--- src/rtl/bin_erosion_linebuf_ctrl_if.sv ---
// ---------------------------------------------------------------------------
// bin_erosion_linebuf_ctrl_if
//   Bundles every non-clock/reset signal of bin_erosion_linebuf_ctrl: the
//   incoming binary pixel stream, both line-buffer FIFO ports, the eroded
//   output stream, status outputs and a debug view of the controller state.
//
//   Pixel handshake: a pixel transfers on a rising clk edge where pix_vld_i
//   and pix_rdy_o are both 1. pix_vld_i may be raised or dropped at any
//   time. pix_rdy_o depends only on controller state and never on
//   pix_vld_i. When pix_rdy_o is 0, pix_i is ignored.
//
//   Modports
//     slave  : the controller side (bin_erosion_linebuf_ctrl)
//     master : the environment side (pixel source, FIFOs, output sink)
//
//   Parameter
//     CNT_W  column/row counter width; stat_cnt_o is 2*CNT_W bits
// ---------------------------------------------------------------------------
interface bin_erosion_linebuf_ctrl_if #(
    parameter int CNT_W = 11
);
    // pixel input stream
    logic               sof_i;
    logic               pix_vld_i;
    logic               pix_i;
    logic               pix_rdy_o;
    // line buffer 0 (holds row y-1)
    logic               lb0_wr_en;
    logic               lb0_wr_data;
    logic               lb0_rd_en;
    logic               lb0_rd_data;
    logic               lb0_full;
    logic               lb0_empty;
    // line buffer 1 (holds row y-2)
    logic               lb1_wr_en;
    logic               lb1_wr_data;
    logic               lb1_rd_en;
    logic               lb1_rd_data;
    logic               lb1_full;
    logic               lb1_empty;
    // eroded output stream and status
    logic               ero_vld_o;
    logic               ero_pix_o;
    logic               ero_eol_o;
    logic               ero_eof_o;
    logic               frm_done_o;
    logic               err_o;
    logic [2*CNT_W-1:0] stat_cnt_o;
    logic [2:0]         state_dbg_o;

    modport slave (
        input  sof_i, pix_vld_i, pix_i,
        input  lb0_rd_data, lb0_full, lb0_empty,
        input  lb1_rd_data, lb1_full, lb1_empty,
        output pix_rdy_o,
        output lb0_wr_en, lb0_wr_data, lb0_rd_en,
        output lb1_wr_en, lb1_wr_data, lb1_rd_en,
        output ero_vld_o, ero_pix_o, ero_eol_o, ero_eof_o,
        output frm_done_o, err_o, stat_cnt_o, state_dbg_o
    );

    modport master (
        output sof_i, pix_vld_i, pix_i,
        output lb0_rd_data, lb0_full, lb0_empty,
        output lb1_rd_data, lb1_full, lb1_empty,
        input  pix_rdy_o,
        input  lb0_wr_en, lb0_wr_data, lb0_rd_en,
        input  lb1_wr_en, lb1_wr_data, lb1_rd_en,
        input  ero_vld_o, ero_pix_o, ero_eol_o, ero_eof_o,
        input  frm_done_o, err_o, stat_cnt_o, state_dbg_o
    );
endinterface

--- src/rtl/bin_erosion_linebuf_ctrl.sv ---
// ---------------------------------------------------------------------------
// bin_erosion_linebuf_ctrl
//   Controls two external 1-bit sync line-buffer FIFOs (read latency 1) to
//   build a 3x3 window over a raster binary pixel stream and emits the
//   eroded pixel (AND of all nine taps) for every interior position.
//
//   Ports
//     clk   clock
//     rst   asynchronous, active-high reset
//     bus   bin_erosion_linebuf_ctrl_if.slave:
//             sof_i/pix_vld_i/pix_i/pix_rdy_o      pixel input stream
//             lb0_* / lb1_*                        FIFO controls and status
//             ero_vld_o/ero_pix_o/ero_eol_o/ero_eof_o  eroded output
//             frm_done_o  1-cycle pulse when the last input pixel is taken
//             err_o       sticky FIFO misuse flag (write-full/read-empty)
//             stat_cnt_o  foreground count of the last complete frame
//             state_dbg_o current controller state
//
//   Parameters
//     IMG_W  active pixels per row (3..1024)
//     IMG_H  active rows per frame (3..2047)
//     CNT_W  column/row counter width
//
//   Build option
//     ERO_STAT_EN  when defined, counts foreground output pixels per frame
//                  and publishes the count on stat_cnt_o at frame end;
//                  otherwise stat_cnt_o is constant 0.
//
//   Pipeline
//     accept (cycle c) -> aligned stage d_* (c+1, FIFO read data valid)
//                      -> registered output (c+2)
// ---------------------------------------------------------------------------
module bin_erosion_linebuf_ctrl #(
    parameter int IMG_W = 640,
    parameter int IMG_H = 480,
    parameter int CNT_W = 11
) (
    input  logic                    clk,
    input  logic                    rst,
    bin_erosion_linebuf_ctrl_if.slave bus
);

    typedef enum logic [2:0] {
        S_IDLE  = 3'd0,
        S_FLUSH = 3'd1,
        S_ROW0  = 3'd2,
        S_ROW1  = 3'd3,
        S_ROWN  = 3'd4,
        S_DONE  = 3'd5
    } state_t;

    localparam logic [CNT_W-1:0] X_LAST = CNT_W'(IMG_W - 1);
    localparam logic [CNT_W-1:0] Y_LAST = CNT_W'(IMG_H - 1);
    localparam logic [CNT_W-1:0] CNT_ONE = CNT_W'(1);
    localparam logic [CNT_W-1:0] CNT_TWO = CNT_W'(2);

    state_t             state;
    logic [CNT_W-1:0]   in_x;
    logic [CNT_W-1:0]   in_y;
    logic               frm_done_q;

    // aligned stage: accepted pixel delayed one clock so it lines up with
    // the FIFO read data requested in the accept cycle
    logic               d_vld;
    logic               d_pix;
    logic               d_lb0;
    logic [CNT_W-1:0]   d_x;
    logic [CNT_W-1:0]   d_y;

    // window columns x-1 (t1) and x-2 (t2); bit 2 = row y-2, bit 0 = row y
    logic [2:0]         t1;
    logic [2:0]         t2;

    logic               ero_vld_q;
    logic               ero_pix_q;
    logic               ero_eol_q;
    logic               ero_eof_q;
    logic               err_q;

    logic               in_row;
    logic               acc;
    logic               col_last;
    logic               go_row0;
    logic [2:0]         col_cur;
    logic               win_and;
    logic               win_out;
    logic               fifo_err;

    // ------------------------------------------------------------------
    // Handshake and FIFO control
    // ------------------------------------------------------------------
    assign in_row   = (state == S_ROW0) || (state == S_ROW1) || (state == S_ROWN);
    assign acc      = bus.pix_vld_i & in_row;
    assign col_last = (in_x == X_LAST);

    assign bus.pix_rdy_o   = in_row;
    assign bus.state_dbg_o = state;

    // every accepted pixel enters lb0; lb0 is read back from the second row
    assign bus.lb0_wr_en   = acc;
    assign bus.lb0_wr_data = bus.pix_i;
    assign bus.lb0_rd_en   = (acc & ((state == S_ROW1) || (state == S_ROWN)))
                           | ((state == S_FLUSH) & ~bus.lb0_empty);

    // lb1 is fed with lb0 read data once it has arrived (aligned stage)
    assign bus.lb1_wr_en   = d_vld & d_lb0;
    assign bus.lb1_wr_data = bus.lb0_rd_data;
    assign bus.lb1_rd_en   = (acc & (state == S_ROWN))
                           | ((state == S_FLUSH) & ~bus.lb1_empty);

    // A restart may skip FLUSH only if both FIFOs are empty and nothing is
    // being written into them this very cycle.
    assign go_row0 = bus.lb0_empty & bus.lb1_empty
                   & ~bus.lb0_wr_en & ~bus.lb1_wr_en;

    assign fifo_err = (bus.lb0_wr_en & bus.lb0_full) | (bus.lb0_rd_en & bus.lb0_empty)
                    | (bus.lb1_wr_en & bus.lb1_full) | (bus.lb1_rd_en & bus.lb1_empty);

    // ------------------------------------------------------------------
    // Controller FSM and input column/row counters
    // ------------------------------------------------------------------
    always_ff @(posedge clk or posedge rst) begin
        if (rst) begin
            state      <= S_IDLE;
            in_x       <= '0;
            in_y       <= '0;
            frm_done_q <= 1'b0;
        end else begin
            frm_done_q <= 1'b0;
            if (bus.sof_i) begin
                // restart from any state; a partial frame is dropped
                in_x  <= '0;
                in_y  <= '0;
                state <= go_row0 ? S_ROW0 : S_FLUSH;
            end else begin
                case (state)
                    S_IDLE: begin
                        state <= S_IDLE;
                    end
                    S_FLUSH: begin
                        if (bus.lb0_empty & bus.lb1_empty) begin
                            state <= S_ROW0;
                        end
                    end
                    S_ROW0, S_ROW1, S_ROWN: begin
                        if (acc) begin
                            if (col_last) begin
                                in_x <= '0;
                                in_y <= in_y + CNT_ONE;
                                if (state == S_ROW0) begin
                                    state <= S_ROW1;
                                end else if (state == S_ROW1) begin
                                    state <= S_ROWN;
                                end else if (in_y == Y_LAST) begin
                                    state      <= S_DONE;
                                    frm_done_q <= 1'b1;
                                end
                            end else begin
                                in_x <= in_x + CNT_ONE;
                            end
                        end
                    end
                    S_DONE: begin
                        state <= S_IDLE;
                    end
                    default: begin
                        state <= S_IDLE;
                    end
                endcase
            end
        end
    end

    // ------------------------------------------------------------------
    // Window datapath
    // ------------------------------------------------------------------
    assign col_cur = {bus.lb1_rd_data, bus.lb0_rd_data, d_pix};
    assign win_and = &{t2, t1, col_cur};
    // only positions whose full 3x3 neighbourhood lies inside the frame
    assign win_out = d_vld & (d_x >= CNT_TWO) & (d_y >= CNT_TWO);

    always_ff @(posedge clk or posedge rst) begin
        if (rst) begin
            d_vld     <= 1'b0;
            d_pix     <= 1'b0;
            d_lb0     <= 1'b0;
            d_x       <= '0;
            d_y       <= '0;
            t1        <= '0;
            t2        <= '0;
            ero_vld_q <= 1'b0;
            ero_pix_q <= 1'b0;
            ero_eol_q <= 1'b0;
            ero_eof_q <= 1'b0;
            err_q     <= 1'b0;
        end else begin
            // a pixel accepted together with sof_i belongs to the discarded
            // frame, so it never reaches the aligned stage
            d_vld <= acc & ~bus.sof_i;
            d_pix <= bus.pix_i;
            d_lb0 <= (state == S_ROW1) || (state == S_ROWN);
            d_x   <= in_x;
            d_y   <= in_y;

            // taps only move with real pixels; gaps freeze the window
            if (d_vld) begin
                t2 <= t1;
                t1 <= col_cur;
            end

            ero_vld_q <= win_out;
            ero_pix_q <= win_out & win_and;
            ero_eol_q <= win_out & (d_x == X_LAST);
            ero_eof_q <= win_out & (d_x == X_LAST) & (d_y == Y_LAST);

            err_q <= err_q | fifo_err;
        end
    end

    assign bus.ero_vld_o  = ero_vld_q;
    assign bus.ero_pix_o  = ero_pix_q;
    assign bus.ero_eol_o  = ero_eol_q;
    assign bus.ero_eof_o  = ero_eof_q;
    assign bus.frm_done_o = frm_done_q;
    assign bus.err_o      = err_q;

    // ------------------------------------------------------------------
    // Optional per-frame foreground statistics
    // ------------------------------------------------------------------
`ifdef ERO_STAT_EN
    logic [2*CNT_W-1:0] stat_acc;
    logic [2*CNT_W-1:0] stat_q;
    logic [2*CNT_W-1:0] stat_inc;

    // counted at the aligned stage (one clock ahead of ero_vld_o) so the
    // last output of the frame is already included when DONE is reached
    assign stat_inc = {{(2*CNT_W-1){1'b0}}, (win_out & win_and)};

    always_ff @(posedge clk or posedge rst) begin
        if (rst) begin
            stat_acc <= '0;
            stat_q   <= '0;
        end else begin
            if (state == S_DONE) begin
                stat_q <= stat_acc + stat_inc;
            end
            if (bus.sof_i || (state == S_DONE)) begin
                stat_acc <= '0;
            end else begin
                stat_acc <= stat_acc + stat_inc;
            end
        end
    end

    assign bus.stat_cnt_o = stat_q;
`else
    assign bus.stat_cnt_o = '0;
`endif

endmodule

--- src/flat_wrapper.sv ---
// flat-port wrapper written by rule: the top's interface ports become plain ports
module bin_erosion_linebuf_ctrl_flat 
#(
    parameter int IMG_W = 640,
    parameter int IMG_H = 480,
    parameter int CNT_W = 11
)
  (clk, rst, bus_sof_i, bus_pix_vld_i, bus_pix_i, bus_lb0_rd_data, bus_lb0_full, bus_lb0_empty, bus_lb1_rd_data, bus_lb1_full, bus_lb1_empty, bus_pix_rdy_o, bus_lb0_wr_en, bus_lb0_wr_data, bus_lb0_rd_en, bus_lb1_wr_en, bus_lb1_wr_data, bus_lb1_rd_en, bus_ero_vld_o, bus_ero_pix_o, bus_ero_eol_o, bus_ero_eof_o, bus_frm_done_o, bus_err_o, bus_stat_cnt_o, bus_state_dbg_o);
  bin_erosion_linebuf_ctrl_if #(.CNT_W(CNT_W)) bus_i ();
  input  logic clk;
  input  logic rst;
  input wire logic [$bits(bus_i.sof_i)-1:0] bus_sof_i;
  input wire logic [$bits(bus_i.pix_vld_i)-1:0] bus_pix_vld_i;
  input wire logic [$bits(bus_i.pix_i)-1:0] bus_pix_i;
  input wire logic [$bits(bus_i.lb0_rd_data)-1:0] bus_lb0_rd_data;
  input wire logic [$bits(bus_i.lb0_full)-1:0] bus_lb0_full;
  input wire logic [$bits(bus_i.lb0_empty)-1:0] bus_lb0_empty;
  input wire logic [$bits(bus_i.lb1_rd_data)-1:0] bus_lb1_rd_data;
  input wire logic [$bits(bus_i.lb1_full)-1:0] bus_lb1_full;
  input wire logic [$bits(bus_i.lb1_empty)-1:0] bus_lb1_empty;
  output wire logic [$bits(bus_i.pix_rdy_o)-1:0] bus_pix_rdy_o;
  output wire logic [$bits(bus_i.lb0_wr_en)-1:0] bus_lb0_wr_en;
  output wire logic [$bits(bus_i.lb0_wr_data)-1:0] bus_lb0_wr_data;
  output wire logic [$bits(bus_i.lb0_rd_en)-1:0] bus_lb0_rd_en;
  output wire logic [$bits(bus_i.lb1_wr_en)-1:0] bus_lb1_wr_en;
  output wire logic [$bits(bus_i.lb1_wr_data)-1:0] bus_lb1_wr_data;
  output wire logic [$bits(bus_i.lb1_rd_en)-1:0] bus_lb1_rd_en;
  output wire logic [$bits(bus_i.ero_vld_o)-1:0] bus_ero_vld_o;
  output wire logic [$bits(bus_i.ero_pix_o)-1:0] bus_ero_pix_o;
  output wire logic [$bits(bus_i.ero_eol_o)-1:0] bus_ero_eol_o;
  output wire logic [$bits(bus_i.ero_eof_o)-1:0] bus_ero_eof_o;
  output wire logic [$bits(bus_i.frm_done_o)-1:0] bus_frm_done_o;
  output wire logic [$bits(bus_i.err_o)-1:0] bus_err_o;
  output wire logic [$bits(bus_i.stat_cnt_o)-1:0] bus_stat_cnt_o;
  output wire logic [$bits(bus_i.state_dbg_o)-1:0] bus_state_dbg_o;
  assign bus_i.sof_i = bus_sof_i;
  assign bus_i.pix_vld_i = bus_pix_vld_i;
  assign bus_i.pix_i = bus_pix_i;
  assign bus_i.lb0_rd_data = bus_lb0_rd_data;
  assign bus_i.lb0_full = bus_lb0_full;
  assign bus_i.lb0_empty = bus_lb0_empty;
  assign bus_i.lb1_rd_data = bus_lb1_rd_data;
  assign bus_i.lb1_full = bus_lb1_full;
  assign bus_i.lb1_empty = bus_lb1_empty;
  assign bus_pix_rdy_o = bus_i.pix_rdy_o;
  assign bus_lb0_wr_en = bus_i.lb0_wr_en;
  assign bus_lb0_wr_data = bus_i.lb0_wr_data;
  assign bus_lb0_rd_en = bus_i.lb0_rd_en;
  assign bus_lb1_wr_en = bus_i.lb1_wr_en;
  assign bus_lb1_wr_data = bus_i.lb1_wr_data;
  assign bus_lb1_rd_en = bus_i.lb1_rd_en;
  assign bus_ero_vld_o = bus_i.ero_vld_o;
  assign bus_ero_pix_o = bus_i.ero_pix_o;
  assign bus_ero_eol_o = bus_i.ero_eol_o;
  assign bus_ero_eof_o = bus_i.ero_eof_o;
  assign bus_frm_done_o = bus_i.frm_done_o;
  assign bus_err_o = bus_i.err_o;
  assign bus_stat_cnt_o = bus_i.stat_cnt_o;
  assign bus_state_dbg_o = bus_i.state_dbg_o;
  bin_erosion_linebuf_ctrl #(.IMG_W(IMG_W), .IMG_H(IMG_H), .CNT_W(CNT_W)) u_core (.clk(clk), .rst(rst), .bus(bus_i));
endmodule
--- config.mk ---
export PLATFORM = sky130hd
export DESIGN_NAME = bin_erosion_linebuf_ctrl_flat
export DESIGN_NICKNAME = d
export VERILOG_FILES = /design/src/rtl/bin_erosion_linebuf_ctrl_if.sv /design/src/rtl/bin_erosion_linebuf_ctrl.sv /design/src/flat_wrapper.sv
export SDC_FILE = /design/constraint.sdc
export NUM_CORES = 1
export LEC_CHECK = 0
export CAP_MARGIN = 20
export CORE_UTILIZATION = 28
export CTS_CLUSTER_DIAMETER = 60
export DETAILED_ROUTE_END_ITERATION = 7
export DONT_BUFFER_PORTS = 1
export GPL_ROUTABILITY_DRIVEN = 0
export SYNTH_ARGS = -nofsm -noshare
export SYNTH_HDL_FRONTEND = slang
export SYNTH_SLANG_ARGS = --single-unit
--- constraint.sdc ---
create_clock -name clk -period 5 [get_ports clk]
set_input_delay 0.5 -clock clk [delete_from_list [all_inputs] [get_ports clk]]
set_output_delay 0.5 -clock clk [all_outputs]
set_load 0.02 [all_outputs]
==> flow_summary_export.csv, run 1 <==
group,metric,value,unit
cts,cts_buffers,9,
cts,cts_resized,0,
die,die_h,104,um
min_path,holdCritStartpoint,"bus_pix_i",
yosys,synth_top_area_share,53.2,%
worst_setup_path,crit_type,"register to output pin",
layout,fin_nets,276,
yosys,synthTopCellsByArea,"dfrtp_1 53%, buf_4 6.4%, xor2_1 3.3%, and3_1 2.6%, nor2_1 2.3%",
yosys,ys_seq_area_share,53.2,%
global_routing,grt_first_pass_wirelength,9250,um
worst_setup_path,critPathArrivalTime,1.97,ns
yosys,synthFlopType,"dfrtp_1",
layout,diodes,0,
placed_design,io_buffers,0,
sta,max_slew_margin,49.0,%
die,dieArea,0.0108,mm2
worst_setup_path,endpoint_kind,"output pin",
min_path,hold_path_class,"input pin to register",
detailed_routing,dr.pass1.iters,4,
sta,worst_slew_pin_slew,0.765,ns
layout,drive_gt1_share,12.7,%
detailed_routing,drt_first_iter_violations,102,
die,initial_utilization,29.3,%
cts,cts_setup_buffers,0,
global_routing,antenna_found_initial,0,
placed_design,post-dp-hpwl,3760,um
sta,fin_skew,0.0111,ns
die,num_rows,36,
die,core_area,0.00995,mm2
min_path,min_to,"u_core.d_pix",
cts,cts_tree,"yes",
sta,setup_viol,0,
sta,drv_slew,0,
pwr,p_leak,0.00139,uW
cts,path_clk_slew,0.07,ns
run,maxCapViolCount,0,
pwr,peakVddDrop,0.000220,V
cts,clock_path_buffers,2,
die,io_pins,49,
yosys,synth_warnings,0,
pwr,power_density,406,mW/mm2
cts,cts_max_level,3,
cts,cts_root_buf,"clkbuf_8",
yosys,synth_edf_count,0,
yosys,synth_top_cell_by_area,"dfrtp_1",
worst_setup_path,r2r-end,"u_core.in_x[7]",
sta,fin_crit,2.47,ns
yosys,avgSynthCellArea,11.0,um2
yosys,yosysUniqueCellTypes,50,
cts,clock_sinks,62,
detailed_routing,wl_per_cell,13.8,um
cts,clkLatencyLatePin,0.33,ns
yosys,async_reset_ff_share,100,%
detailed_routing,vias_per_cell,4.64,
cts,cts_hold_buf,0,
yosys,syn_inst,266,
worst_setup_path,slowest_delay,0.73,ns
sta,finalSetupTns,0,ns
layout,syn2layout_area_growth,5.83,%
worst_setup_path,cp_max_fo,17,
sta,setup_slack,2.53,ns
global_routing,grt_max_degree,63,
detailed_routing,drcViolationCount,0,
sta,rsz0062_at_grt,"no",
worst_setup_path,r2r_start,"u_core.bus.state_dbg_o[2]",
sta,finalCritPeriodShare,49.4,%
die,die_x,104,um
worst_setup_path,path_cells,"or3b_4 > nand2_4 > nand2_4 > clkinv_4",
worst_setup_path,cp_data_required_time,4.50,ns
worst_setup_path,crit_top_cell,"nand2_4",
worst_setup_path,reg2reg_depth,7,
global_routing,grt_pass1_vias,1746,
detailed_routing,ant_nets,0,
min_path,min_path_cells,0,
worst_setup_path,crit_slowest_cell,"dfrtp_1",
yosys,synth_area,0.00292,mm2
worst_setup_path,ff2ff_setup_slack,2.78,ns
global_routing,overflow,0,
worst_setup_path,cp-start-kind,"register",
detailed_routing,finalWirelength,5530,um
detailed_routing,vias,1861,
sta,max_freq,405,MHz
run_status,status,"finished clean",
yosys,ys_ff_latch,62,
placed_design,dp_slack,2.80,ns
sta,hold_violations,0,
global_routing,globalRouteTotalUtil,11.1,%
## sequential cells by signal, indices dropped and copies added, names as in the netlist, 3 cells and up
register	flops
u_core.d_x	11
u_core.d_y	11
u_core.in_x	11
u_core.in_y	11
u_core.bus.state_dbg_o	3
u_core.t1	3
u_core.t2	3
## power breakdown
group          internal [uW]  switching (uW)
logic                   99.6             144
clock network            191             182
registers                550            86.0
total                    841             412
## Yosys cell counts, drive strengths merged (2+ instances only)
| library cell | number |
|---|---|
| dfrtp | 62 |
| buf | 32 |
| nand2 | 18 |
| nor2 | 18 |
| and3 | 12 |
| nand3 | 11 |
| xor2 | 11 |
| nand4 | 10 |
| nor3 | 10 |
| a21oi | 7 |
| mux2 | 6 |
| xnor2 | 6 |
| and2 | 5 |
| o21ai | 5 |
| a31oi | 4 |
| and4 | 4 |
| clkbuf | 4 |
| inv | 4 |
| nand3b | 4 |
| nor4 | 4 |
| nand2b | 3 |
| a221oi | 2 |
| a31o | 2 |
| ha | 2 |
| nor2b | 2 |
| o21a | 2 |
| o31ai | 2 |
## critical path, delay by kind of cell (launching register included)
kind                   cells  cell delay [ns]
buffers and inverters      1             0.16
flip-flops                 1             0.73
AND/OR/NAND/NOR            3             0.73
## cells by family (layout without fill, tap and decap cells)
family                   after synthesis  after routing  synth area share, %
adder cells (fa/ha/maj)                2              2                0.858
other                                  1             22                0.129
AND/OR/NAND/NOR                      106            106                 21.5
buffers and inverters                 41             22                 9.39
XOR/XNOR                              17             17                 5.11
AO/OA/AOI/OAI                         31             31                 7.46
multiplexers                           6              6                 2.32
flip-flops                            62             62                 53.2
## how the worst max path moves through the flow
stage	cells after the start	slack [ns]	to	startpoint
2_1_floorplan	1	2.96	u_core.bus.ero_eof_o	rst
3_3_place_gp	7	2.89	u_core.in_x[7]	u_core.bus.state_dbg_o[2]
3_5_place_dp	7	2.80	u_core.in_x[7]	u_core.bus.state_dbg_o[2]
4_1_cts	4	2.52	bus_lb0_wr_en	u_core.bus.state_dbg_o[2]
5_1_grt	4	2.43	bus_lb0_wr_en	u_core.bus.state_dbg_o[2]
6_report	4	2.53	bus_lb0_wr_en	u_core.bus.state_dbg_o[2]
## layout make-up
type	count	area, um2
fill	1024	6870
sequential	62	1550
multi-input combinational	184	1170
tap	133	166
clock buffer	12	145
inverter	5	23.8
clock inverter	4	22.5
timing repair buffer	1	7.51
## metal layers
metal	vias up	global-route usage (%)	part of all wire (%)
met5	-	0	0
met1	925	15.4	48
met3	5	4.01	5.2
li1	881	-	-
met4	0	4.90	1.4
met2	50	15.3	45
## placed cells by master, fill, tap and decap left out, drive strengths merged, types with 10 or more instances in the layout
master and instances:
nand2 18, and3 12, xor2 11, dfrtp 62, clkbuf 12, conb 22
nand3 11, nor2 18, nor3 10, nand4 10
## stage by stage
step | instance area [um2] | power [uW] | instances | hold slack (ns) | util [%]
2_1_floorplan | 3000 | 868 | 287 | 0.385 | -
3_3_place_gp | 2920 | 879 | 385 | 0.409 | 29.3
3_5_place_dp | 2920 | 891 | 385 | 0.415 | 29.3
4_1_cts | 3090 | 1270 | 401 | 0.171 | 31.0
5_1_grt | 3090 | 1330 | 401 | 0.153 | 31.0
6_report | 3090 | 1250 | 401 | 0.188 | 31.0
(Power assumes the default switching activity.)
==> run 2: changes to the inputs <==
==> constraint.sdc (replaced) <==
create_clock -name clk -period 2.2 [get_ports clk]
set_input_delay 0.22 -clock clk [delete_from_list [all_inputs] [get_ports clk]]
set_output_delay 0.22 -clock clk [all_outputs]
set_load 0.02 [all_outputs]
==> run 2 against run 1 <==
Against the previous run:
- critical endpoint unchanged
- sequential cell count stayed put
- largest power group unchanged
- die area stayed put
- sequential power is 110% higher
- wire length is 1.4% lower
- power grew to 2.6 times the previous value
- worst setup slack worse by 2.3 ns
- combinational power grew to 3.0 times the previous value
==> flow_summary_export.csv, run 2 (same netlist as run 1, synthesis figures left out) <==
group,metric,value,unit
run_status,status,"finished clean",
die,die_h,104,um
cts,clock_sinks,62,
pwr,peakVddDrop,0.000496,V
detailed_routing,wl_met2,2520,um
worst_setup_path,crit_buf_inv,2,
cts,cts_root_buf,"clkbuf_8",
sta,fin_skew,0.0111,ns
min_path,hold_path_class,"input pin to register",
worst_setup_path,critPathArrivalTime,1.73,ns
pwr,power_switching,945,uW
die,io_pins,49,
worst_setup_path,crit_family,"simple AND/OR/NAND/NOR gates",
cts,clock_path_buffers,2,
sta,drv_slew,0,
sta,hold_violations,0,
cts,clkLatencyLatePin,0.34,ns
global_routing,overflow,0,
detailed_routing,ant_nets,0,
detailed_routing,vias,1897,
placed_design,post-dp-hpwl,3900,um
cts,cts_setup_buffers,0,
cts,cts_resized,0,
detailed_routing,wl_met3,296,um
sta,rsz0062_at_grt,"no",
cts,path_clk_slew,0.07,ns
layout,final_cell_mix,"62 x dfrtp_1, 22 x conb_1, 18 x nor2_1",
layout,drive_gt1_share,14.7,%
pwr,sequentialPowerShare,41.6,%
layout,multi_input_area,0.00117,mm2
layout,layout_commonest_cell,"dfrtp_1",
layout,diodes,0,
sta,setup_slack,0.251,ns
sta,max_slew_margin,42.5,%
pwr,swShare,29.4,%
worst_setup_path,slowest_delay,0.43,ns
cts,cts_max_level,3,
layout,seq_area,0.00155,mm2
die,core_area,0.00995,mm2
sta,worst_slew_pin_slew,0.859,ns
pwr,p_leak,0.00148,uW
worst_setup_path,crit_type,"register to output pin",
pwr,p_clk_share,35.5,%
layout,fin_nets,286,
detailed_routing,drcViolationCount,0,
sta,max_freq,513,MHz
detailed_routing,dr.pass1.iters,5,
detailed_routing,drt_first_iter_violations,75,
layout,nFillCells,1008,
placed_design,io_buffers,0,
worst_setup_path,endpoint_kind,"output pin",
die,num_rows,36,
pwr,power_density,988,mW/mm2
pwr,comb_power_share,22.8,%
cts,cts_buffers,9,
detailed_routing,wl_met1,2540,um
worst_setup_path,cp-start-kind,"register",
global_routing,grt_first_pass_wirelength,9420,um
detailed_routing,wl_per_cell,13.3,um
die,die_x,104,um
detailed_routing,finalWirelength,5450,um
sta,setup_viol,0,
worst_setup_path,cp_max_fo,17,
run,maxCapViolCount,0,
sta,finalCritPeriodShare,88.6,%
detailed_routing,vias_per_cell,4.62,
detailed_routing,top_layer,"met4",
worst_setup_path,crit_slowest_cell,"dfrtp_1",
worst_setup_path,crit_top_cell,"nand2_4",
placed_design,dp_slack,0.399,ns
worst_setup_path,cp_data_required_time,1.98,ns
sta,fin_crit,1.95,ns
worst_setup_path,path_cells,"or3b_4 > nand2_4 > nand2_4 > clkinv_4 > buf_4",
cts,cts_tree,"yes",
global_routing,antenna_found_initial,0,
layout,syn2layout_area_growth,11.5,%
global_routing,grt_pass1_vias,1848,
sta,finalSetupTns,0,ns
die,dieArea,0.0108,mm2
global_routing,globalRouteTotalUtil,11.2,%
global_routing,grt_max_degree,53,
pwr,internal_power,2270,uW
die,initial_utilization,29.3,%
cts,cts_hold_buf,4,
pwr,fin_total_pwr,3210,uW
==> run 2: cell types whose count changed in the layout (fill, tap and decap cells not counted), sizes merged <==
cell,delta
clkinv,-2
clkinvlp,-1
dlygate4sd3,+4
buf,+6
bufinv,+2
clkbuf,+1
==> run 2: path summary, 6_finish.rpt <==
path | start | endpoint | slack [ns] | cells after the start
setup / recovery | u_core.bus.state_dbg_o[1] | bus_lb0_wr_en | 0.25 | 5
hold / removal | bus_lb1_full | u_core.bus.err_o | 0.02 | 2
setup reg to reg | u_core.in_x[7] | u_core.in_y[9] | 0.37 | 6
hold reg to reg | u_core.in_x[10] | u_core.d_x[10] | 0.43 | 0
max in group asynchronous | rst | u_core.in_y[5] | 1.38 | 3
min in group asynchronous | rst | u_core.bus.ero_eol_o | 0.26 | 2
==> run 2: cell type report <==
type                       count  area share [%]
sequential                    62            47.7
multi-input combinational    184            36.0
clock buffer                  13            5.20
inverter                       5           0.731
timing repair buffer          11            3.23
clock inverter                 3            2.00
tap                          133            5.12
==> run 2: power groups by stage <==
stage	Clock [uW]	Combinational (uW)	Sequential (uW)
floorplan	0	612	1360
detailed placement	0	725	1360
global placement	0	710	1350
finish	1140	733	1340
CTS	1180	739	1340
global route	1220	809	1360
==> run 2: worst register-to-register path, cell delays in order (launching register included) <==
cell	delay (ns)
dfrtp_1	0.45
nor4b_1	0.30
and3b_1	0.33
buf_4	0.22
nand4_1	0.12
xnor2_1	0.14
and2_1	0.15
==> run 2: metrics by stage <==
step	utilization, %	instances	hold slack [ns]	area (um2)
3_5_place_dp	29.9	391	0.0540	2980
6_report	32.7	411	0.0199	3250
5_1_grt	32.7	411	0.0163	3250
4_1_cts	32.7	411	0.00416	3250
3_3_place_gp	29.9	391	0.0491	2980
2_1_floorplan	-	287	0.251	3000
==> run 2: routing by layer <==
layer,vias to the layer above,GRT usage [%]
met5,-,0
met4,0,4.59
met3,10,4.26
met2,59,17.0
met1,925,14.2
li1,903,-
